==> src/rtl/enc_pkg.sv <==
// Shared constants and state encoding for the sequential 8-to-3 encoder.
// Optional feature macro used by the encoder: ENC_LAST_EN (adds the out_last port).
package enc_pkg;

    localparam int N = 8;
    localparam int W = 3;

    typedef enum logic {
        IDLE = 1'b0,
        EMIT = 1'b1
    } enc_state_t;

endpackage

==> src/rtl/prio_enc_lsb.sv <==
// Combinational lowest-set-bit finder: idx is the position of the lowest set
// bit of vec (0 when vec is all-zero); any flags a non-zero vec.
module prio_enc_lsb #(
    parameter int N = 8,
    parameter int W = 3
) (
    input  logic [N-1:0] vec,
    output logic [W-1:0] idx,
    output logic         any
);

    // NOTE: idx gets a default before the loop so every path assigns it and no latch is inferred.
    always_comb begin
        idx = '0;
        // Scan from the top down so the lowest set bit is the last one written.
        for (int i = N - 1; i >= 0; i--) begin
            if (vec[i]) begin
                idx = W'(i);
            end
        end
    end

    assign any = |vec;

endmodule

==> src/rtl/encoder_8to3_seq.sv <==
// Sequential 8-to-3 encoder: accepts a request vector over valid/ready and emits
// one index per set bit, lowest first; an all-zero vector yields one flagged beat.
// Build option: define ENC_LAST_EN to add the out_last port and its logic.
module encoder_8to3_seq
    import enc_pkg::*;
#(
    parameter int N = enc_pkg::N,
    parameter int W = $clog2(N)
) (
    input  logic         clk,
    input  logic         rst,
    input  logic         in_valid,
    output logic         in_ready,
    input  logic [N-1:0] in_vec,
    output logic         out_valid,
    input  logic         out_ready,
    output logic [W-1:0] out_idx,
    output logic         out_zero
`ifdef ENC_LAST_EN
    ,
    output logic         out_last
`endif
);

    enc_state_t   state_q, state_d;
    logic [N-1:0] pend_q, pend_d;
    logic         zflag_q, zflag_d;

    logic [N-1:0] pend_clr;
    logic [W-1:0] low_idx;
    logic         pend_any;

    prio_enc_lsb #(
        .N (N),
        .W (W)
    ) u_prio (
        .vec (pend_q),
        .idx (low_idx),
        .any (pend_any)
    );

    // Pending vector with the currently emitted (lowest) bit removed.
    assign pend_clr = pend_q & (pend_q - N'(1));

    always_comb begin
        state_d = state_q;
        pend_d  = pend_q;
        zflag_d = zflag_q;
        case (state_q)
            IDLE: begin
                if (in_valid) begin
                    pend_d  = in_vec;
                    zflag_d = (in_vec == '0);
                    state_d = EMIT;
                end
            end
            EMIT: begin
                if (out_ready) begin
                    pend_d = pend_clr;
                    // A zero vector has nothing to clear, so zflag alone ends it.
                    if (pend_clr == '0 || zflag_q) begin
                        state_d = IDLE;
                        zflag_d = 1'b0;
                    end
                end
            end
            default: state_d = IDLE;
        endcase
    end

    // NOTE: sequential state uses non-blocking assignments so all flops update together.
    always_ff @(posedge clk) begin
        if (rst) begin
            state_q <= IDLE;
            pend_q  <= '0;
            zflag_q <= 1'b0;
        end else begin
            state_q <= state_d;
            pend_q  <= pend_d;
            zflag_q <= zflag_d;
        end
    end

    // Every output decodes registered state only.
    assign in_ready  = (state_q == IDLE);
    assign out_valid = (state_q == EMIT);
    assign out_idx   = low_idx;
    assign out_zero  = zflag_q;

`ifdef ENC_LAST_EN
    assign out_last = out_valid && (zflag_q || (pend_any && pend_clr == '0));
`else
    logic unused_any;
    assign unused_any = pend_any;
`endif

endmodule
==> config.mk <==
export PLATFORM = sky130hd
export DESIGN_NAME = encoder_8to3_seq
export DESIGN_NICKNAME = d
export VERILOG_FILES = /design/src/rtl/enc_pkg.sv /design/src/rtl/prio_enc_lsb.sv /design/src/rtl/encoder_8to3_seq.sv
export SDC_FILE = /design/constraint.sdc
export NUM_CORES = 1
export LEC_CHECK = 0
export CORE_UTILIZATION = 25
export CTS_BUF_LIST = sky130_fd_sc_hd__clkbuf_4 sky130_fd_sc_hd__clkbuf_8
export DETAILED_ROUTE_END_ITERATION = 12
export RECOVER_POWER = 50
export REMOVE_ABC_BUFFERS = 1
export SLEW_MARGIN = 20
export SYNTH_ARGS = -nofsm -noshare
export SYNTH_HDL_FRONTEND = slang
export SYNTH_SLANG_ARGS = --single-unit
==> constraint.sdc <==
create_clock -name clk -period 4.1 [get_ports clk]
set_input_delay 0.615 -clock clk [delete_from_list [all_inputs] [get_ports clk]]
set_output_delay 0.615 -clock clk [all_outputs]
set_load 0.02 [all_outputs]
== Yosys cells after proc, flatten, opt, wreduce, memory -nomap -nowiden ==
Index checks and enable logic that the tools add are counted.
Storage, ports and cells
  register bits: 10
  latch bits: 0
  memory bits (writable): 0
  ROM bits: 0
  input port bits: 12
  output and inout bits: 6
  word-level logic and storage cells: 33
  memories: 0
Operators by class
  add/sub/neg operators: 1
  $mul: 0
  divide/modulo/power cells: 0
  $lt $le $gt $ge: 0
  equal/unequal tests: 3
  shifts and indexed selects: 0
  mux-type cells: 19
  bitwise gates (word level): 2
  reductions and logical operators: 5
Operators by type and width (count)
  two-way mux 3 bit: 8
  logical NOT 8 bit: 2
  two-way mux 8 bit: 2
  one-hot mux 8 bit (2 select lines): 1
  bitwise AND 8 bit: 1
  subtractor 8 x 1 -> 8 bit, second input constant: 1
  two-way mux 1 bit: 6
  != test 2 bit, second input constant: 2
  one-hot mux 1 bit (2 select lines): 2
  AND reduction 3 bit: 1
  != test 2 x 1 -> 1 bit, second input constant: 1
  AND reduction 2 bit: 1
  logical OR 1 bit: 1
  NOT 1 bit: 1

== Logic depth before layout (Yosys ltp) ==
Gate-level depths: netlist (run 1).
  word-level depth: 8
  depth in mapped cells: 5
  mapped depth without buffers: 5

== Cells and area by module ==
From an unflattened synthesis (run 1), not the netlist that was laid out.
Second synthesis, totals
  cell total of the unflattened synthesis: 75
  area total of the unflattened synthesis: 583.1 um^2
By module, submodules not included
  encoder_8to3_seq: instances 1, cells an instance 62, area each 501.7 um^2, sequential area each 200.2 um^2
  prio_enc_lsb: instances 1, cells an instance 13, area each 81.3 um^2, sequential area each 0.0 um^2

== Least setup slack after synthesis (run 1) ==
OpenSTA, ideal clock, no wires.
  path kind: register to register
  from: register pend_q[0]
  to: register state_q (netlist: out_valid)
  setup time: 120 ps
  arrival time: 1577 ps
  data required time: 3980 ps
  path slack: 2403 ps
  stages on the path, launching flop included: 6
  path buffers: 0
  period minus slack after synthesis: 1697 ps
  path through: dfxtp_1 -> or2_4 -> nand2b_4 -> or3_4 -> maj3_2 -> o31a_1
Between the ends
  word-level cells in the longest chain between the ends: 7
RTL lines
  start, declared: RTL line encoder_8to3_seq.sv:26  | logic [N-1:0] pend_q, pend_d;
  start signal, assigned: RTL line encoder_8to3_seq.sv:79  | pend_q <= pend_d;
  subtractor 8 x 1 -> 8 bit: RTL line encoder_8to3_seq.sv:43  | assign pend_clr = pend_q & (pend_q - N'(1));
  bitwise AND 8 bit *: RTL line encoder_8to3_seq.sv:43
  logical NOT 8 bit *: RTL line encoder_8to3_seq.sv:61  | if (pend_clr == '0 || zflag_q) begin
  logical OR 1 bit *: RTL line encoder_8to3_seq.sv:61
  two-way mux 1 bit *: RTL line encoder_8to3_seq.sv:61
  two-way mux 1 bit *: RTL line encoder_8to3_seq.sv:58  | if (out_ready) begin
  one-hot mux 1 bit (2 select lines) *: RTL line encoder_8to3_seq.sv:49  | case (state_q)
  end signal, assigned: RTL line encoder_8to3_seq.sv:78  | state_q <= state_d;
  end, declared: RTL line encoder_8to3_seq.sv:25  | enc_state_t state_q, state_d;
Every way passes the cells marked *; elsewhere a longest branch is shown, timed or not.
A chain may end at the register's enable or synchronous reset.

== Final worst setup path (run 1) ==
  from: register pend_q[0]
  to: output port out_idx[2]
Between the ends
  word-level cells in the longest chain between the ends: 1
RTL lines
  two-way mux 3 bit: RTL line prio_enc_lsb.sv:17  | if (vec[i]) begin
  end, declared: RTL line encoder_8to3_seq.sv:17  | output logic [W-1:0] out_idx,
No other way between the ends.

==> flow_summary.json, run 1 <==
{
  "status": "completed",
  "hp-start": "out_zero",
  "end_kind": "primary output",
  "io_pins": 18,
  "synth_cells": 74,
  "critical_path.top_delay_family": "buffers and inverters",
  "clock_sink_count": 10,
  "r2r_setup_slack_ns": 2.28,
  "drv_cap": 0,
  "cts_buffers": 3,
  "fin_setup_tns_ns": 0,
  "cts_buffer_depth": 2,
  "routed_wl_microns": 1510,
  "grt_use_total": 0.141,
  "die_area_sq_um": 2510,
  "rsz0062_at_grt": "false",
  "cts.repair.resized": 0,
  "via_per_inst": 5.30,
  "timing.fmax_mhz": 412,
  "synth-seq-cells": 10,
  "setup.worst_path.class": "flop to primary output",
  "antenna_found_initial": 0,
  "clk_pin_slew_ns": 0.07,
  "maxSlewViolCount": 0,
  "fin_cells": 120,
  "clkLatencyLatePin_ns": 0.27,
  "crit_slowest_cell": "clkdlybuf4s50_1",
  "postCtsSetupRepairBufs": 0,
  "finalCritPeriodShare": 0.592,
  "placed_cell_area_sq_um": 772,
  "diodes": 0,
  "cts_root_buf": "clkbuf_4",
  "synth_most_common_cell": "a21oi_1",
  "timing.rr.end": "out_valid",
  "fin_util": 0.368,
  "hold_violations": 0,
  "max-vdd-ir-drop_uv": 108,
  "ctsHoldBuffers": 0,
  "synthTopCellsByArea": "dfxtp_1, a21oi_1, nand2_1, a22oi_1, o21ai_0",
  "grt_pass1_vias": 609,
  "layout-drive-gt1-share": 0.0870,
  "fin_area_sq_um": 806,
  "reg2regPathDepth": 5,
  "worst_pin_slew_ns": 0.597,
  "cp_max_fo": 6,
  "vias": 636,
  "dp_hpwl_microns": 1160,
  "rows": 17,
  "die_h_microns": 50.1,
  "place_congestion": 0.780,
  "holdPathStages": 2,
  "slowest_delay_ns": 0.61,
  "h-tree-depth": 1,
  "power_density_nw_per_um2": 346,
  "syn_area_sq_um": 578,
  "nets": 105,
  "syn_area_per_cell_sq_um": 7.81,
  "cp.required_ns": 3.48,
  "timing.rr.start": "pend_q[0]",
  "startpoint_type": "flop",
  "dp_cells": 116,
  "drtIter0Drc": 27,
  "setup_viol": 0,
  "slew_headroom": 0.601,
  "first_pass_iters": 4,
  "grt_max_degree": 12,
  "yosys_warnings": 0,
  "min_path_type": "flop to flop",
  "seq_area_frac_synth": 0.346,
  "worstHoldEndpoint": "out_zero",
  "wl_per_cell_microns": 12.6,
  "grt_first_pass_wirelength_microns": 2670,
  "fin_crit_ns": 2.43,
  "synth_ff_type": "dfxtp_1",
  "finClkSkew_ns": 0.00639,
  "synth_top_area_cell": "dfxtp_1",
  "start_util": 0.264,
  "fp.dieW_microns": 50.1,
  "async_reset_ff_frac": 0,
  "cp_num_buf_inv": 1,
  "arrival_ns": 1.81,
  "buffer_ports.inserted": 17,
  "leakage_uw": 0.000277,
  "synth.top_cells.by_count": "a21oi_1, dfxtp_1, nand2_1, nor2_1",
  "drc": 0,
  "area_growth_pct": 39.4,
  "grt_overflow_total": 0,
  "cts_tree": "done",
  "ant_nets": 0,
  "synth_enable_flop_cells": 0,
  "yosysTopAreaCellShare": 0.346,
  "core_sq_um": 2190,
  "cp_cell_sequence": "or2_0 -> nand2b_4 -> a21oi_1 -> clkdlybuf4s50_1",
  "synthDistinctLibCells": 28
}
## kinds of logic (layout without fill, tap and decap cells)
family | count (synthesis) | count (layout) | share of synthesized area
AOI/OAI and AO/OA | 31 | 31 | 0.338
and+or+nand+nor | 24 | 24 | 0.234
DFF | 10 | 10 | 0.346
buffers and inverters | 7 | 25 | 0.0454
adders and majority gates | 2 | 2 | 0.0368
## worst max path at each step
stage,slack [ns],startpoint,cells past startpoint,end
4_1_cts,1.71,pend_q[0],4,out_idx[2]
5_1_grt,1.53,pend_q[0],4,out_idx[2]
3_5_place_dp,2.01,pend_q[0],4,out_idx[2]
2_1_floorplan,2.40,pend_q[0],5,out_valid
3_3_place_gp,2.03,pend_q[0],4,out_idx[2]
6_report,1.67,pend_q[0],4,out_idx[2]
## sequential cells by signal, summed over array words and instances (netlist names)
| register | count |
|---|---|
| out_zero | 1 |
| out_valid | 1 |
| pend_q | 8 |
## per-stage QoR
step | setup slack (ns) | hold slack [ns] | power, uW
3_3_place_gp | 2.03 | 0.485 | 191
6_report | 1.67 | 0.503 | 278
4_1_cts | 1.71 | 0.494 | 282
3_5_place_dp | 2.01 | 0.484 | 191
5_1_grt | 1.53 | 0.536 | 293
2_1_floorplan | 2.40 | 0.489 | 156
## where the power goes
part           switching (uW)  leakage (uW)  internal, uW  total, uW
Combinational            37.1      0.000174          38.4       75.5
Sequential               9.84     0.0000820           103        113
Clock                    36.5     0.0000210          53.9       90.4
Total                    83.4      0.000277           195        278
## worst register-to-register path, stage by stage, from the launching register on
cell and delay [ns]:
dfxtp_1 0.35, or2_0 0.30, nand2b_4 0.18, or3_4 0.34, maj3_2 0.32, o31a_1 0.23
## layout make-up
type                            instances  area (sq um)
Timing Repair Buffer                   17           170
Clock buffer                            4          36.3
Multi-Input combinational cell         57           349
Fill cell                             225          1390
Tap cell                               28          35.0
Sequential cell                        10           200
Inverter                                4          15.0
## cell usage in the layout, fill, tap and decap left out, types with 2 or more instances in the layout
cell / Yosys / final
nand3_1: 3 / 3
clkbuf_4: 0 / 3
a21oi_1: 13 / 13
inv_1: 4 / 4
nand2_1: 7 / 7
dfxtp_1: 10 / 10
nor4_1: 2 / 2
nor2_1: 5 / 5
a22oi_1: 3 / 3
clkdlybuf4s50_1: 0 / 16
o211ai_1: 2 / 2
o21a_1: 2 / 2
o311ai_0: 2 / 2
o21ai_0: 4 / 4
## per-layer routing
| layer | vias to the layer above | global-route usage | wire (microns) |
|---|---|---|---|
| li1 | 313 | - | - |
| met1 | 301 | 0.167 | 677 |
| met2 | 18 | 0.236 | 745 |
| met3 | 4 | 0.00926 | 57 |
| met4 | 0 | 0.100 | 32 |
| met5 | - | 0 | 0 |
No activity file was read; power rests on OpenSTA's default activity.
==> run 2: changes to the inputs <==
==> constraint.sdc (replaced) <==
create_clock -name clk -period 2.3 [get_ports clk]
set_input_delay 0.345 -clock clk [delete_from_list [all_inputs] [get_ports clk]]
set_output_delay 0.345 -clock clk [all_outputs]
set_load 0.02 [all_outputs]
==> flow_summary.json, run 2 (synthesized netlist as in run 1, its figures left out) <==
{
  "status": "completed",
  "drtIter0Drc": 20,
  "hp-start": "out_zero",
  "layout-drive-gt1-share": 0.0978,
  "cts.repair.resized": 0,
  "clkLatencyLatePin_ns": 0.27,
  "via_per_inst": 5.38,
  "placed_cell_area_sq_um": 772,
  "power_frac_clock": 0.325,
  "die_h_microns": 50.1,
  "timing.rr.start": "pend_q[0]",
  "min_path_type": "flop to flop",
  "max-vdd-ir-drop_uv": 236,
  "cts_buffer_depth": 2,
  "cp_cell_sequence": "inv_1 -> a21oi_1 -> o21bai_1 -> a21oi_1 -> nor2_1 -> clkdlybuf4s50_1",
  "rsz0062_at_grt": "false",
  "area_growth_pct": 39.8,
  "grt_max_degree": 12,
  "register_area_sq_um": 200,
  "maxSlewViolCount": 0,
  "timing.fmax_mhz": 466,
  "fin_setup_tns_ns": 0,
  "met3WireLength_microns": 72,
  "multi_input_comb_area_sq_um": 352,
  "power_density_nw_per_um2": 620,
  "critPathLaunch": "pend_q[6]",
  "seqPwrFrac": 0.401,
  "critical_path.top_delay_family": "buffers and inverters",
  "buffer_ports.inserted": 17,
  "core_sq_um": 2190,
  "end_kind": "primary output",
  "leakage_uw": 0.000279,
  "r2r_setup_slack_ns": 0.53,
  "p_switching_uw": 152,
  "vias": 645,
  "first_pass_iters": 4,
  "grt_pass1_vias": 614,
  "cts_buffers": 3,
  "slew_headroom": 0.618,
  "fin_crit_ns": 2.14,
  "wl_met1_microns": 683,
  "worst_pin_slew_ns": 0.572,
  "ctsHoldBuffers": 0,
  "swShare": 0.303,
  "finalCritPeriodShare": 0.932,
  "combPwrFrac": 0.273,
  "diodes": 0,
  "largest_reg_flops": 8,
  "grt_overflow_total": 0,
  "cts_tree": "done",
  "startpoint_type": "flop",
  "dp_hpwl_microns": 1170,
  "slowest_delay_ns": 0.54,
  "fill_cells": 239,
  "clock_sink_count": 10,
  "arrival_ns": 1.80,
  "nets": 105,
  "clk_pin_slew_ns": 0.07,
  "final_cell_mix": "clkdlybuf4s50_1, a21oi_1, dfxtp_1",
  "crit_slowest_cell": "clkdlybuf4s50_1",
  "io_pins": 18,
  "hold_violations": 0,
  "h-tree-depth": 1,
  "largest_register": "pend_q",
  "top_layer": "met4",
  "place_congestion": 0.780,
  "wl_met2_microns": 741,
  "grt_use_total": 0.141,
  "cts_root_buf": "clkbuf_4",
  "antenna_found_initial": 0,
  "setup_viol": 0,
  "cp_max_fo": 7,
  "finClkSkew_ns": 0.00543,
  "die_area_sq_um": 2510,
  "cp.required_ns": 1.96,
  "grt_first_pass_wirelength_microns": 2660,
  "rows": 17,
  "start_util": 0.264,
  "fin_area_sq_um": 808,
  "postCtsSetupRepairBufs": 0,
  "fp.dieW_microns": 50.1,
  "cpMostUsedCell": "a21oi_1",
  "cp_num_buf_inv": 2,
  "wl_per_cell_microns": 13.0,
  "setup.worst_path.class": "flop to primary output",
  "final_common_cell": "clkdlybuf4s50_1",
  "p_int_uw": 349,
  "fin_util": 0.369,
  "ant_nets": 0,
  "routed_wl_microns": 1560,
  "drv_cap": 0,
  "drc": 0
}
run 2: worst paths after layout:
check                to  cells past startpoint
max          out_idx[0]                      6
min            out_zero                      2
max reg2reg   out_valid                      5
min reg2reg    out_zero                      2
run 2: per-layer routing:
metal / global-route usage / up-vias
met4: 0.110 / 0
met3: 0.0216 / 11
met5: 0 / -
met1: 0.167 / 296
li1: - / 312
met2: 0.224 / 26
run 2: layout make-up:
type / instances / area share
Multi-Input combinational cell: 57 / 0.435
Sequential cell: 10 / 0.248
Timing Repair Buffer: 17 / 0.211
Clock buffer: 4 / 0.0449
Tap cell: 28 / 0.0433
Inverter: 4 / 0.0186
run 2: worst min-delay path, delay by kind of cell (launching register included):
kind	cells	cell delay (ns)
AOI/OAI and AO/OA	1	0.05
DFF	1	0.33
and+or+nand+nor	1	0.07
run 2: power groups by stage:
stage                     clock network, uW  logic, uW  registers (uW)
after global placement                    0        136             205
final                                   163        137             201
after global routing                    176        148             203
after CTS                               166        137             200
after floorplan                           0       75.9             202
after detailed placement                  0        137             205
run 2: stage by stage:
step                total power (uW)  std cells  setup slack, ns  hold slack [ns]
finish                           501        120            0.156            0.495
detailed placement               341        116            0.474            0.479
global route                     527        120           0.0453            0.535
global placement                 341        116            0.496            0.485
floorplan                        278         71            0.603            0.414
CTS                              504        120            0.176            0.490
==> run 3: changes to the inputs <==
--- a/config.mk
+++ b/config.mk
@@ -5,6 +5,7 @@
 export SDC_FILE = /design/constraint.sdc
 export NUM_CORES = 1
 export LEC_CHECK = 0
+export ABC_AREA = 1
 export CORE_UTILIZATION = 25
 export CTS_BUF_LIST = sky130_fd_sc_hd__clkbuf_4 sky130_fd_sc_hd__clkbuf_8
 export DETAILED_ROUTE_END_ITERATION = 12
==> constraint.sdc (replaced) <==
create_clock -name clk -period 2 [get_ports clk]
set_input_delay 0.3 -clock clk [delete_from_list [all_inputs] [get_ports clk]]
set_output_delay 0.3 -clock clk [all_outputs]
set_load 0.02 [all_outputs]
==> flow_summary.json, run 3 <==
{
  "async_reset_ff_frac": 0,
  "grt_first_pass_wirelength_microns": 2480,
  "synth_ff_type": "dfxtp_1",
  "timing.rr.end": "pend_q[6]",
  "leakage_uw": 0.000425,
  "largest_register": "pend_q",
  "core_sq_um": 2450,
  "dp_slack_ns": 0.267,
  "fp.dieW_microns": 52.8,
  "worstHoldEndpoint": "out_zero",
  "cp_max_fo": 9,
  "clkLatencyLatePin_ns": 0.27,
  "ant_nets": 0,
  "ctsHoldBuffers": 0,
  "final_cell_mix": "nand2_1, inv_1, clkdlybuf4s50_1",
  "first_pass_iters": 4,
  "grt_max_degree": 11,
  "synth_top_area_cell": "dfxtp_1",
  "cp_cell_sequence": "clkdlybuf4s50_1",
  "synthDistinctLibCells": 20,
  "h-tree-depth": 1,
  "synthTopCellsByArea": "dfxtp_1, nand2_1, inv_1, a21oi_1, o21ai_0",
  "dp_hpwl_microns": 1250,
  "grt_pass1_vias": 618,
  "cp_num_cells": 1,
  "worst_pin_slew_ns": 0.775,
  "clock_sink_count": 10,
  "antenna_found_initial": 0,
  "maxSlewViolCount": 0,
  "fin_crit_ns": 1.82,
  "grt_overflow_total": 0,
  "end_kind": "primary output",
  "finClkSkew_ns": 0.00266,
  "hp-start": "out_zero",
  "die_area_sq_um": 2790,
  "status": "completed",
  "holdPathStages": 2,
  "diodes": 0,
  "syn_area_sq_um": 646,
  "arrival_ns": 1.52,
  "grt_use_total": 0.126,
  "synth_most_common_cell": "nand2_1",
  "clk_pin_slew_ns": 0.07,
  "wl_per_cell_microns": 10.3,
  "fin_cells": 148,
  "reg2regPathDepth": 9,
  "cp.required_ns": 1.70,
  "synth_enable_flop_cells": 0,
  "finalCritPeriodShare": 0.910,
  "synth_cells": 98,
  "seq_area_frac_synth": 0.310,
  "via_per_inst": 4.59,
  "critical_path.top_delay_family": "buffers and inverters",
  "largest_reg_flops": 8,
  "drtIter0Drc": 20,
  "rows": 18,
  "vias": 680,
  "cts_root_buf": "clkbuf_4",
  "yosysTopAreaCellShare": 0.310,
  "start_util": 0.263,
  "setup_viol": 0,
  "fin_setup_tns_ns": 0,
  "buffer_ports.inserted": 17,
  "io_pins": 18,
  "fin_util": 0.353,
  "final_common_cell": "nand2_1",
  "die_h_microns": 52.8,
  "routed_wl_microns": 1530,
  "fill_cells": 275,
  "cts_buffer_depth": 2,
  "startpoint_type": "flop",
  "drv_cap": 0,
  "timing.rr.start": "out_valid",
  "slew_headroom": 0.481,
  "cts_buffers": 3,
  "r2r_setup_slack_ns": 0.21,
  "syn_area_per_cell_sq_um": 6.59,
  "crit_slowest_cell": "clkdlybuf4s50_1",
  "yosys_warnings": 0,
  "drc": 0,
  "fin_ws_ns": 0.180,
  "power_density_nw_per_um2": 744,
  "slowest_delay_ns": 0.69,
  "nets": 131,
  "area_growth_pct": 34.1,
  "fin_total_pwr_uw": 644,
  "hold_violations": 0,
  "dp_cells": 144,
  "max-vdd-ir-drop_uv": 304,
  "layout-drive-gt1-share": 0.110,
  "cp_num_buf_inv": 1,
  "rsz0062_at_grt": "false",
  "place_congestion": 0.822,
  "setup.worst_path.class": "flop to primary output",
  "synth.top_cells.by_count": "nand2_1, inv_1, a21oi_1, dfxtp_1, o21ai_0",
  "cts_tree": "done",
  "postCtsSetupRepairBufs": 0,
  "min_path_type": "flop to flop",
  "synth-seq-cells": 10,
  "timing.fmax_mhz": 550
}
-- run 3: cell count changes after synthesis, moves of 3 or more --
cell and delta:
inv_1 +10, a22oi_1 -3, o21ai_0 +4, a21oi_1 -3, nand2_1 +21
-- run 3: metrics by stage --
stage               cell area [sq um]  hold WS (ns)
floorplan                         634         0.362
global placement                  842         0.475
detailed placement                842         0.478
CTS                               877         0.491
global route                      866         0.535
finish                            866         0.492
-- run 3: where the power goes --
| group | leakage [uW] | internal (uW) | switching, uW |
|---|---|---|---|
| registers | 0.0000826 | 218 | 23.6 |
| clock network | 0.0000210 | 111 | 75.2 |
| logic | 0.000321 | 94.4 | 123 |
| total | 0.000425 | 423 | 222 |
-- run 3: what timing repair did --
item,4_1_cts,5_1_grt
pin swaps,0,0
endpoints found under the hold margin,0,0
resized for setup,1,3
endpoints found under the setup margin,1,2
-- run 3: kinds of logic after synthesis --
family / Yosys count / synth area share
AOI/OAI and AO/OA: 27 / 0.248
and+or+nand+nor: 42 / 0.300
DFF: 10 / 0.310
buffers and inverters: 19 / 0.141
-- run 3: worst max path at each step --
stage | start | endpoint | slack, ns
6_report | out_valid | out_valid | 0.18
5_1_grt | out_valid | pend_q[6] | 0.08
4_1_cts | pend_q[0] | out_idx[2] | 0.005
3_5_place_dp | pend_q[6] | out_idx[0] | 0.27
3_3_place_gp | pend_q[6] | out_idx[0] | 0.25
2_1_floorplan | out_valid | pend_q[6] | 0.64
-- run 3: per-layer routing --
metal | routed length (microns) | up-vias | global-route usage
met4 | 15 | 0 | 0.0658
met1 | 727 | 298 | 0.146
li1 | - | 360 | -
met2 | 720 | 20 | 0.211
met3 | 65 | 2 | 0.0290
met5 | 0 | - | 0
-- run 3: tightest hold or removal path, delay by kind of cell, from the launching register on --
family          cells  cell delay, ns
compound gates      1            0.06
flops               1            0.33
simple gates        1            0.06
-- run 3: layout make-up --
class / instances / area, sq um / area share
repair buffers: 17 / 174 / 0.201
well taps: 30 / 37.5 / 0.0434
clock buffers: 4 / 36.3 / 0.0419
multi-input cells: 69 / 338 / 0.390
inverters: 18 / 80.1 / 0.0925
flip-flops and latches: 10 / 200 / 0.231
